`src/rtl/pipeline_control.sv`:
```
`default_nettype none
// ============================================================================
// Module   : pipeline_control
// Brief    : Stall/flush sequencer for the 5-stage pipeline. Optional
//            performance counters are enabled by defining PIPE_PERF_CNT_EN.
// Revision : 1.0  initial release
// ============================================================================
module pipeline_control #(
    parameter int MEM_TIMEOUT = 64,
    parameter int CNT_W       = 32
) (
    input  logic             CLK,
    input  logic             nRST,
    input  logic             ihit,
    input  logic             dhit,
    input  logic             dmem_req,
    input  logic             ex_memread,
    input  logic [4:0]       ex_wsel,
    input  logic [4:0]       id_rs,
    input  logic [4:0]       id_rt,
    input  logic             id_uses_rt,
    input  logic             branch_taken,
    input  logic             halt_mem,
    output logic             pc_en,
    output logic             ifid_en,
    output logic             idex_en,
    output logic             exmem_en,
    output logic             memwb_en,
    output logic             ifid_flush,
    output logic             idex_flush,
    output logic             exmem_flush,
    output logic             halt_out,
    output logic             mem_timeout,
    output logic [CNT_W-1:0] stall_cycles,
    output logic [CNT_W-1:0] flush_count
);

    typedef enum logic [2:0] {
        S_INIT     = 3'd0,
        S_RUN      = 3'd1,
        S_MEM_WAIT = 3'd2,
        S_HALTING  = 3'd3,
        S_HALTED   = 3'd4
    } state_t;

    localparam logic [15:0] c_timeout = 16'(MEM_TIMEOUT);

    state_t      r_state;
    state_t      w_next_state;
    logic [15:0] r_wait_cnt;
    logic        r_mem_timeout;
    logic        w_load_use;
    logic        w_mem_stall;

    assign w_load_use = ex_memread && (ex_wsel != 5'd0) &&
                        ((ex_wsel == id_rs) || (id_uses_rt && (ex_wsel == id_rt)));

    // Once waiting, only dhit releases the freeze; dmem_req is no longer consulted.
    assign w_mem_stall = (r_state == S_MEM_WAIT) ? !dhit : (dmem_req && !dhit);

    always_ff @(posedge CLK or negedge nRST) begin
        if (!nRST) begin
            r_state <= S_INIT;
        end else begin
            r_state <= w_next_state;
        end
    end

    always_comb begin
        w_next_state = r_state;
        pc_en        = 1'b0;
        ifid_en      = 1'b0;
        idex_en      = 1'b0;
        exmem_en     = 1'b0;
        memwb_en     = 1'b0;
        ifid_flush   = 1'b0;
        idex_flush   = 1'b0;
        exmem_flush  = 1'b0;
        halt_out     = 1'b0;
        case (r_state)
            S_INIT: begin
                w_next_state = S_RUN;
            end
            S_RUN, S_MEM_WAIT: begin
                if (w_mem_stall) begin
                    w_next_state = S_MEM_WAIT;
                end else begin
                    w_next_state = S_RUN;
                    if (halt_mem) begin
                        ifid_en      = 1'b1;
                        idex_en      = 1'b1;
                        exmem_en     = 1'b1;
                        memwb_en     = 1'b1;
                        ifid_flush   = 1'b1;
                        idex_flush   = 1'b1;
                        exmem_flush  = 1'b1;
                        w_next_state = S_HALTING;
                    end else if (branch_taken) begin
                        pc_en       = 1'b1;
                        ifid_en     = 1'b1;
                        idex_en     = 1'b1;
                        exmem_en    = 1'b1;
                        memwb_en    = 1'b1;
                        ifid_flush  = 1'b1;
                        idex_flush  = 1'b1;
                        exmem_flush = 1'b1;
                    end else if (w_load_use) begin
                        // IF/ID is held, so a concurrent fetch miss is simply retried.
                        idex_en    = 1'b1;
                        idex_flush = 1'b1;
                        exmem_en   = 1'b1;
                        memwb_en   = 1'b1;
                    end else if (!ihit) begin
                        ifid_en    = 1'b1;
                        ifid_flush = 1'b1;
                        idex_en    = 1'b1;
                        exmem_en   = 1'b1;
                        memwb_en   = 1'b1;
                    end else begin
                        pc_en    = 1'b1;
                        ifid_en  = 1'b1;
                        idex_en  = 1'b1;
                        exmem_en = 1'b1;
                        memwb_en = 1'b1;
                    end
                end
            end
            S_HALTING: begin
                ifid_en      = 1'b1;
                idex_en      = 1'b1;
                exmem_en     = 1'b1;
                memwb_en     = 1'b1;
                ifid_flush   = 1'b1;
                idex_flush   = 1'b1;
                exmem_flush  = 1'b1;
                w_next_state = S_HALTED;
            end
            S_HALTED: begin
                halt_out = 1'b1;
            end
            default: begin
                w_next_state = S_INIT;
            end
        endcase
    end

    // Counter holds the number of frozen cycles so far, saturating at the limit.
    always_ff @(posedge CLK or negedge nRST) begin
        if (!nRST) begin
            r_wait_cnt    <= 16'd0;
            r_mem_timeout <= 1'b0;
        end else if ((r_state == S_RUN) && w_mem_stall) begin
            r_wait_cnt <= 16'd1;
        end else if ((r_state == S_MEM_WAIT) && w_mem_stall) begin
            if (r_wait_cnt < c_timeout) begin
                r_wait_cnt <= r_wait_cnt + 16'd1;
            end
            if (r_wait_cnt >= (c_timeout - 16'd1)) begin
                r_mem_timeout <= 1'b1;
            end
        end
    end

    assign mem_timeout = r_mem_timeout;

`ifdef PIPE_PERF_CNT_EN
    logic             w_run_like;
    logic             w_branch_sq;
    logic [CNT_W-1:0] r_stall_cycles;
    logic [CNT_W-1:0] r_flush_count;

    assign w_run_like  = (r_state == S_RUN) || (r_state == S_MEM_WAIT);
    assign w_branch_sq = w_run_like && !w_mem_stall && !halt_mem && branch_taken;

    always_ff @(posedge CLK or negedge nRST) begin
        if (!nRST) begin
            r_stall_cycles <= '0;
            r_flush_count  <= '0;
        end else begin
            if (w_run_like && !pc_en) begin
                r_stall_cycles <= r_stall_cycles + 1'b1;
            end
            if (w_branch_sq) begin
                r_flush_count <= r_flush_count + 1'b1;
            end
        end
    end

    assign stall_cycles = r_stall_cycles;
    assign flush_count  = r_flush_count;
`else
    assign stall_cycles = '0;
    assign flush_count  = '0;
`endif

endmodule
`default_nettype wire

```
`config.mk`:
```
export PLATFORM = sky130hd
export DESIGN_NAME = pipeline_control
export DESIGN_NICKNAME = d
export VERILOG_FILES = /design/src/rtl/pipeline_control.sv
export SDC_FILE = /design/constraint.sdc
export NUM_CORES = 1
export LEC_CHECK = 0
export ABC_AREA = 1
export CELL_PAD_IN_SITES_DETAIL_PLACEMENT = 0
export CELL_PAD_IN_SITES_GLOBAL_PLACEMENT = 1
export CORE_MARGIN = 2
export CORE_UTILIZATION = 23
export CTS_CLUSTER_DIAMETER = 40
export DETAILED_ROUTE_END_ITERATION = 6
export PLACE_DENSITY_LB_ADDON = 0.1
export SYNTH_ARGS = -nofsm -noshare
export SYNTH_HDL_FRONTEND = slang
export SYNTH_SLANG_ARGS = --single-unit
export TNS_END_PERCENT = 50
```
`constraint.sdc`:
```
create_clock -name CLK -period 1.5 [get_ports CLK]
set_clock_uncertainty 0.2 [all_clocks]
set_input_delay 0.225 -clock CLK [delete_from_list [all_inputs] [get_ports CLK]]
set_output_delay 0.225 -clock CLK [all_outputs]
set_load 0.02 [all_outputs]
```
* Word level (Yosys, flattened, before mapping)
Index checks and enable logic that the tools add are counted.
** Cells by class
- Mux-type cells :: 36
- Bitwise operators :: 1
- $lt $le $gt $ge :: 2
- Add/sub/neg operators :: 1
- Reduce and logical (&&, ||, !) cells :: 15
- Equality and inequality tests :: 6
** Operators with widths (count)
- 2-to-1 mux 16 bit :: 3
- 2-to-1 mux 1 bit :: 25
- adder 16 x 1 -> 16 bit (second input constant) :: 1
- greater-or-equal comparator 16 x 6 -> 1 bit (second input constant) :: 1
- < comparator 16 x 7 -> 1 bit (second input constant) :: 1
- case mux 3 bit (4 select lines) :: 1
- equality test 5 bit :: 2
- case mux 1 bit (2 select lines) :: 5
- equality test 3 x 2 -> 1 bit (second input constant) :: 2
- logical AND 1 bit :: 6
- nonzero test 5 bit :: 1
- 2-to-1 mux 2 bit :: 2
- nonzero test 2 bit :: 2
- equality test 3 x 1 -> 1 bit (second input constant) :: 1
- equality test 3 bit (second input constant) :: 1
- logical NOT 3 bit :: 1
- AND reduction 3 bit :: 1
- AND reduction 2 bit :: 1
- OR reduction 2 bit :: 1
- logical NOT 1 bit :: 1
- logical OR 1 bit :: 1
- inverter 1 bit :: 1
** Storage, ports and cells
- Input port bits :: 24
- Register bits after elaboration :: 20

* Longest topological paths before layout
- Word-level depth :: 9
- Gate-level depth with buffers :: 10
- Depth with buffers taken out :: 10

* Least setup slack after synthesis
OpenSTA, ideal clock, no wires.
- Kind :: register -> output
- Start :: register r_state[2]
- End :: output port idex_flush
- Cell stages (with the launch flop) :: 6
- Arrival :: 1331 ps
- Setup slack :: -256 ps
- Buffers on the path :: 0
- Path through :: dfrtp_1 -> inv_2 -> nand3_2 -> nand2_1 -> nand2_2 -> o21ai_0
** On the way
- Word-level cells in the longest chain between the ends :: 4
- Elaborated cells between the ends (all ways) :: 7
- Classes of those cells :: eq/ne: 3; mux: 3; reduce/logical: 1
** Ends and longest elaborated chain
- start, declared :: RTL line 48 : state_t r_state;
- start signal, assigned :: RTL line 65 : r_state <= w_next_state;
- equality test 3 x 2 -> 1 bit :: RTL line 59, 80
- 2-to-1 mux 1 bit :: RTL line 59 : assign w_mem_stall = (r_state == S_MEM_WAIT) ? !dhit : (dmem_req && !dhit);
- 2-to-1 mux 1 bit :: RTL line 85 : if (w_mem_stall) begin
- case mux 1 bit (2 select lines) * :: RTL line 80 : case (r_state)
- end, declared :: RTL line 30 : output logic idex_flush,
Every way passes the cells marked *; elsewhere a longest branch is shown, timed or not.

* Worst setup path after layout
- Start :: register r_state[2]
- End :: output port ifid_flush
** On the way
- Word-level cells in the longest chain between the ends :: 4
- Elaborated cells between the ends (all ways) :: 7
- Classes of those cells :: eq/ne: 3; mux: 3; reduce/logical: 1
** Ends and longest elaborated chain
- equality test 3 x 2 -> 1 bit :: RTL line 59, 80
- 2-to-1 mux 1 bit :: RTL line 59
- 2-to-1 mux 1 bit :: RTL line 85
- case mux 1 bit (2 select lines) * :: RTL line 80
- end, declared :: RTL line 29 : output logic ifid_flush,
Marks and branches as above.

==> flow_summary.json <==
{
  "status": "complete, but fails checks",
  "failed_checks": "setup timing",
  "timing.rr.start": "r_state[2]$_DFFE_PN0N_",
  "critPathSlowestCell": "dfrtp_1",
  "rrSetupSlack_ps": -300,
  "reg2reg_depth": 11,
  "grt_start_max_net_pins": 21,
  "cp.required_ps": 1070,
  "fp.dieArea_um2": 8220,
  "yosys.area.top_type": "dfrtp_1",
  "final_core_util_pct": 32.1,
  "wl_per_cell_um": 8.62,
  "rows": 31,
  "regArea_um2": 500,
  "timing.final.crit_share_pct": 127,
  "firstDrtPassIters": 4,
  "peakVddDrop_mv": 0.498,
  "powerDensity_nw_per_um2": 1560,
  "start_util_pct": 23.8,
  "cts_tree": "yes",
  "antenna_found_initial": 0,
  "cts_buffer_depth": 2,
  "fp.dieH_um": 90.7,
  "crit_cells": 9,
  "cts_inserted_buffers": 3,
  "multi_input_area_um2": 960,
  "syn_area_um2": 1730,
  "setup_viol": 24,
  "grt-ovfl-total": 0,
  "ys_top_cells_by_area": "dfrtp_1 29%, buf_4 29%, nand2_1 10%",
  "die_w_um": 90.7,
  "layoutNonFillerInstCount": 395,
  "p_leak_nw": 1.27,
  "synthToLayoutAreaGrowth_pct": 34.8,
  "crit_type": "reg -> out",
  "worst_skew_pair.late_latency_ps": 260,
  "ctsHoldBuffers": 0,
  "cp-start-kind": "register",
  "arrival_ps": 1470,
  "cp-end-kind": "output port",
  "async_reset_ff_share_pct": 100,
  "io_pins": 98,
  "critPathMostFrequentCell": "nand2_8",
  "vias_per_cell": 3.41,
  "clock-root-buffer": "clkbuf_8",
  "crit_fanout": 4,
  "reg2reg_to": "r_wait_cnt[1]$_DFFE_PN0P_",
  "fmax_ghz": 0.527,
  "period_minus_slack_ps": 1900,
  "vias": 1348,
  "numPlacedInstances": 384,
  "timing.setup.tns_ps": -5500,
  "io_buffers": 33,
  "clk_pin_slew_ps": 80,
  "crit_path_start": "r_state[2]$_DFFE_PN0N_",
  "synth_top_area_share_pct": 29.0,
  "ys_top_cells_by_count": "66 x buf_4, 46 x nand2_1, 37 x inv_1, 21 x nor2_1, 20 x dfrtp_1",
  "hold_class": "in -> async",
  "rsz0062_at_grt": "true",
  "grt_util_all_layers_pct": 8.22,
  "cap_viol_max_count": 0,
  "diodes": 0,
  "path_buf_inv": 3,
  "final_nets": 322,
  "grt_pass1_vias": 1227,
  "yosys_warnings": 0,
  "cp_cell_sequence": "inv_2 -> nand4_4 -> nand2_4 -> inv_4 -> nand2_8 -> nand2_8 -> nand2_8 -> o21ai_4 -> buf_6",
  "synth_area_per_cell_um2": 7.20,
  "synth_edf_count": 0,
  "drt_iter0_drc": 39,
  "ys_seq_area_share_pct": 29.0,
  "slew_violations": 0,
  "setup_ws_ps": -398,
  "synth_seq_cells": 20,
  "antenna_left": 0,
  "yosysUniqueCellTypes": 27,
  "grt_pass1_wl_mm": 5.53,
  "gp_congestion": 0.711,
  "synth_flop_cell": "dfrtp_1",
  "critPathMaxStageDelay_ps": 390,
  "core_area_um2": 7250,
  "n_fill_cell": 792,
  "netlist_instances": 240,
  "cp_top_family": "simple AND/OR/NAND/NOR gates",
  "drive_gt1_share_pct": 26.7,
  "routed_wl_mm": 3.40,
  "cts_sinks": 20,
  "endpoint": "ifid_flush",
  "hpwl_mm": 2.82,
  "drc": 0,
  "ctsHtreeMaxLevel": 1,
  "finalHoldViolations": 0,
  "yosys.cell_count.top_type": "buf_4"
}
[placed cells by master (no fill, tap or decap), types with 3 or more instances in the layout]
| master | instances |
|---|---|
| inv_1 | 29 |
| conb_1 | 64 |
| inv_4 | 5 |
| clkdlybuf4s50_1 | 8 |
| nor2_2 | 4 |
| buf_6 | 12 |
| buf_4 | 19 |
| nor3_1 | 3 |
| dfrtp_1 | 20 |
| clkbuf_8 | 3 |
| nand2_2 | 4 |
| dlygate4sd2_1 | 15 |
| nand3_1 | 6 |
| nand2_4 | 6 |
| nand2_1 | 38 |
| inv_2 | 9 |
| nor2_1 | 18 |
| nand2_8 | 3 |
| o21ai_0 | 4 |
[flip-flops by register name (all words and copies together), names as in the netlist]
signal       count
r_state          3
mem_timeout      1
r_wait_cnt      16
[layout make-up]
cell class | instances | area share [%]
Inverter | 43 | 7.47
Tap cell | 99 | 5.32
Multi-Input combinational cell | 174 | 41.2
Clock inverter | 1 | 1.29
Sequential cell | 20 | 21.5
Timing Repair Buffer | 55 | 21.4
Clock buffer | 3 | 1.77
[cell families after synthesis]
kind of cell / after synthesis / share of synthesized area (%)
AO/OA/AOI/OAI: 13 / 4.13
XOR/XNOR: 3 / 1.52
adder cells (fa/ha/maj): 1 / 0.724
buffers and inverters: 109 / 38.3
flip-flops: 20 / 29.0
other: 1 / 0.217
AND/OR/NAND/NOR: 93 / 26.1
[power by group]
part	switching, W	internal [W]	total, W
registers	0.0000877	0.000667	0.000755
clock network	0.000183	0.000356	0.000539
logic	0.00130	0.00105	0.00235
total	0.00157	0.00207	0.00364
[worst min-delay path by stage]
stage                     slack, ps                         end
after global placement          270  r_wait_cnt[14]$_DFFE_PN0P_
after CTS                       100     mem_timeout$_DFFE_PN0P_
after global routing            140     mem_timeout$_DFFE_PN0P_
after detailed placement        270      r_state[0]$_DFFE_PN0N_
final                            90      r_state[1]$_DFFE_PN0N_
after floorplan                -270     mem_timeout$_DFFE_PN0P_
[layer usage]
layer  wire length, um  vias to the layer above  share of wire, %  GRT usage (%)
met5                 0                        -                 0              0
met4                 0                        0                 0           1.54
met3               235                        0               6.9           2.09
met2              1710                       55                50           14.7
met1              1460                      595                43           9.95
li1                  -                      698                 -              -
[per-stage QoR]
stage	cell area [um^2]	worst slack [ps]	total power (W)	hold slack, ps
6_report	2330	-398	0.00364	91.5
5_1_grt	2330	-491	0.00392	143
2_1_floorplan	2070	-74.5	0.00231	-271
3_3_place_gp	2140	-1080	0.00290	271
3_5_place_dp	2140	-1050	0.00289	267
4_1_cts	2270	-420	0.00361	97.9
[timing repair]
action | 4_1_cts | 5_1_grt
pin swaps | 23 | 2
endpoints found under the setup margin | 26 | 26
resized for setup | 90 | 6
setup buffers | 4 | 4
Note: power is estimated with default switching activity, not from simulation.
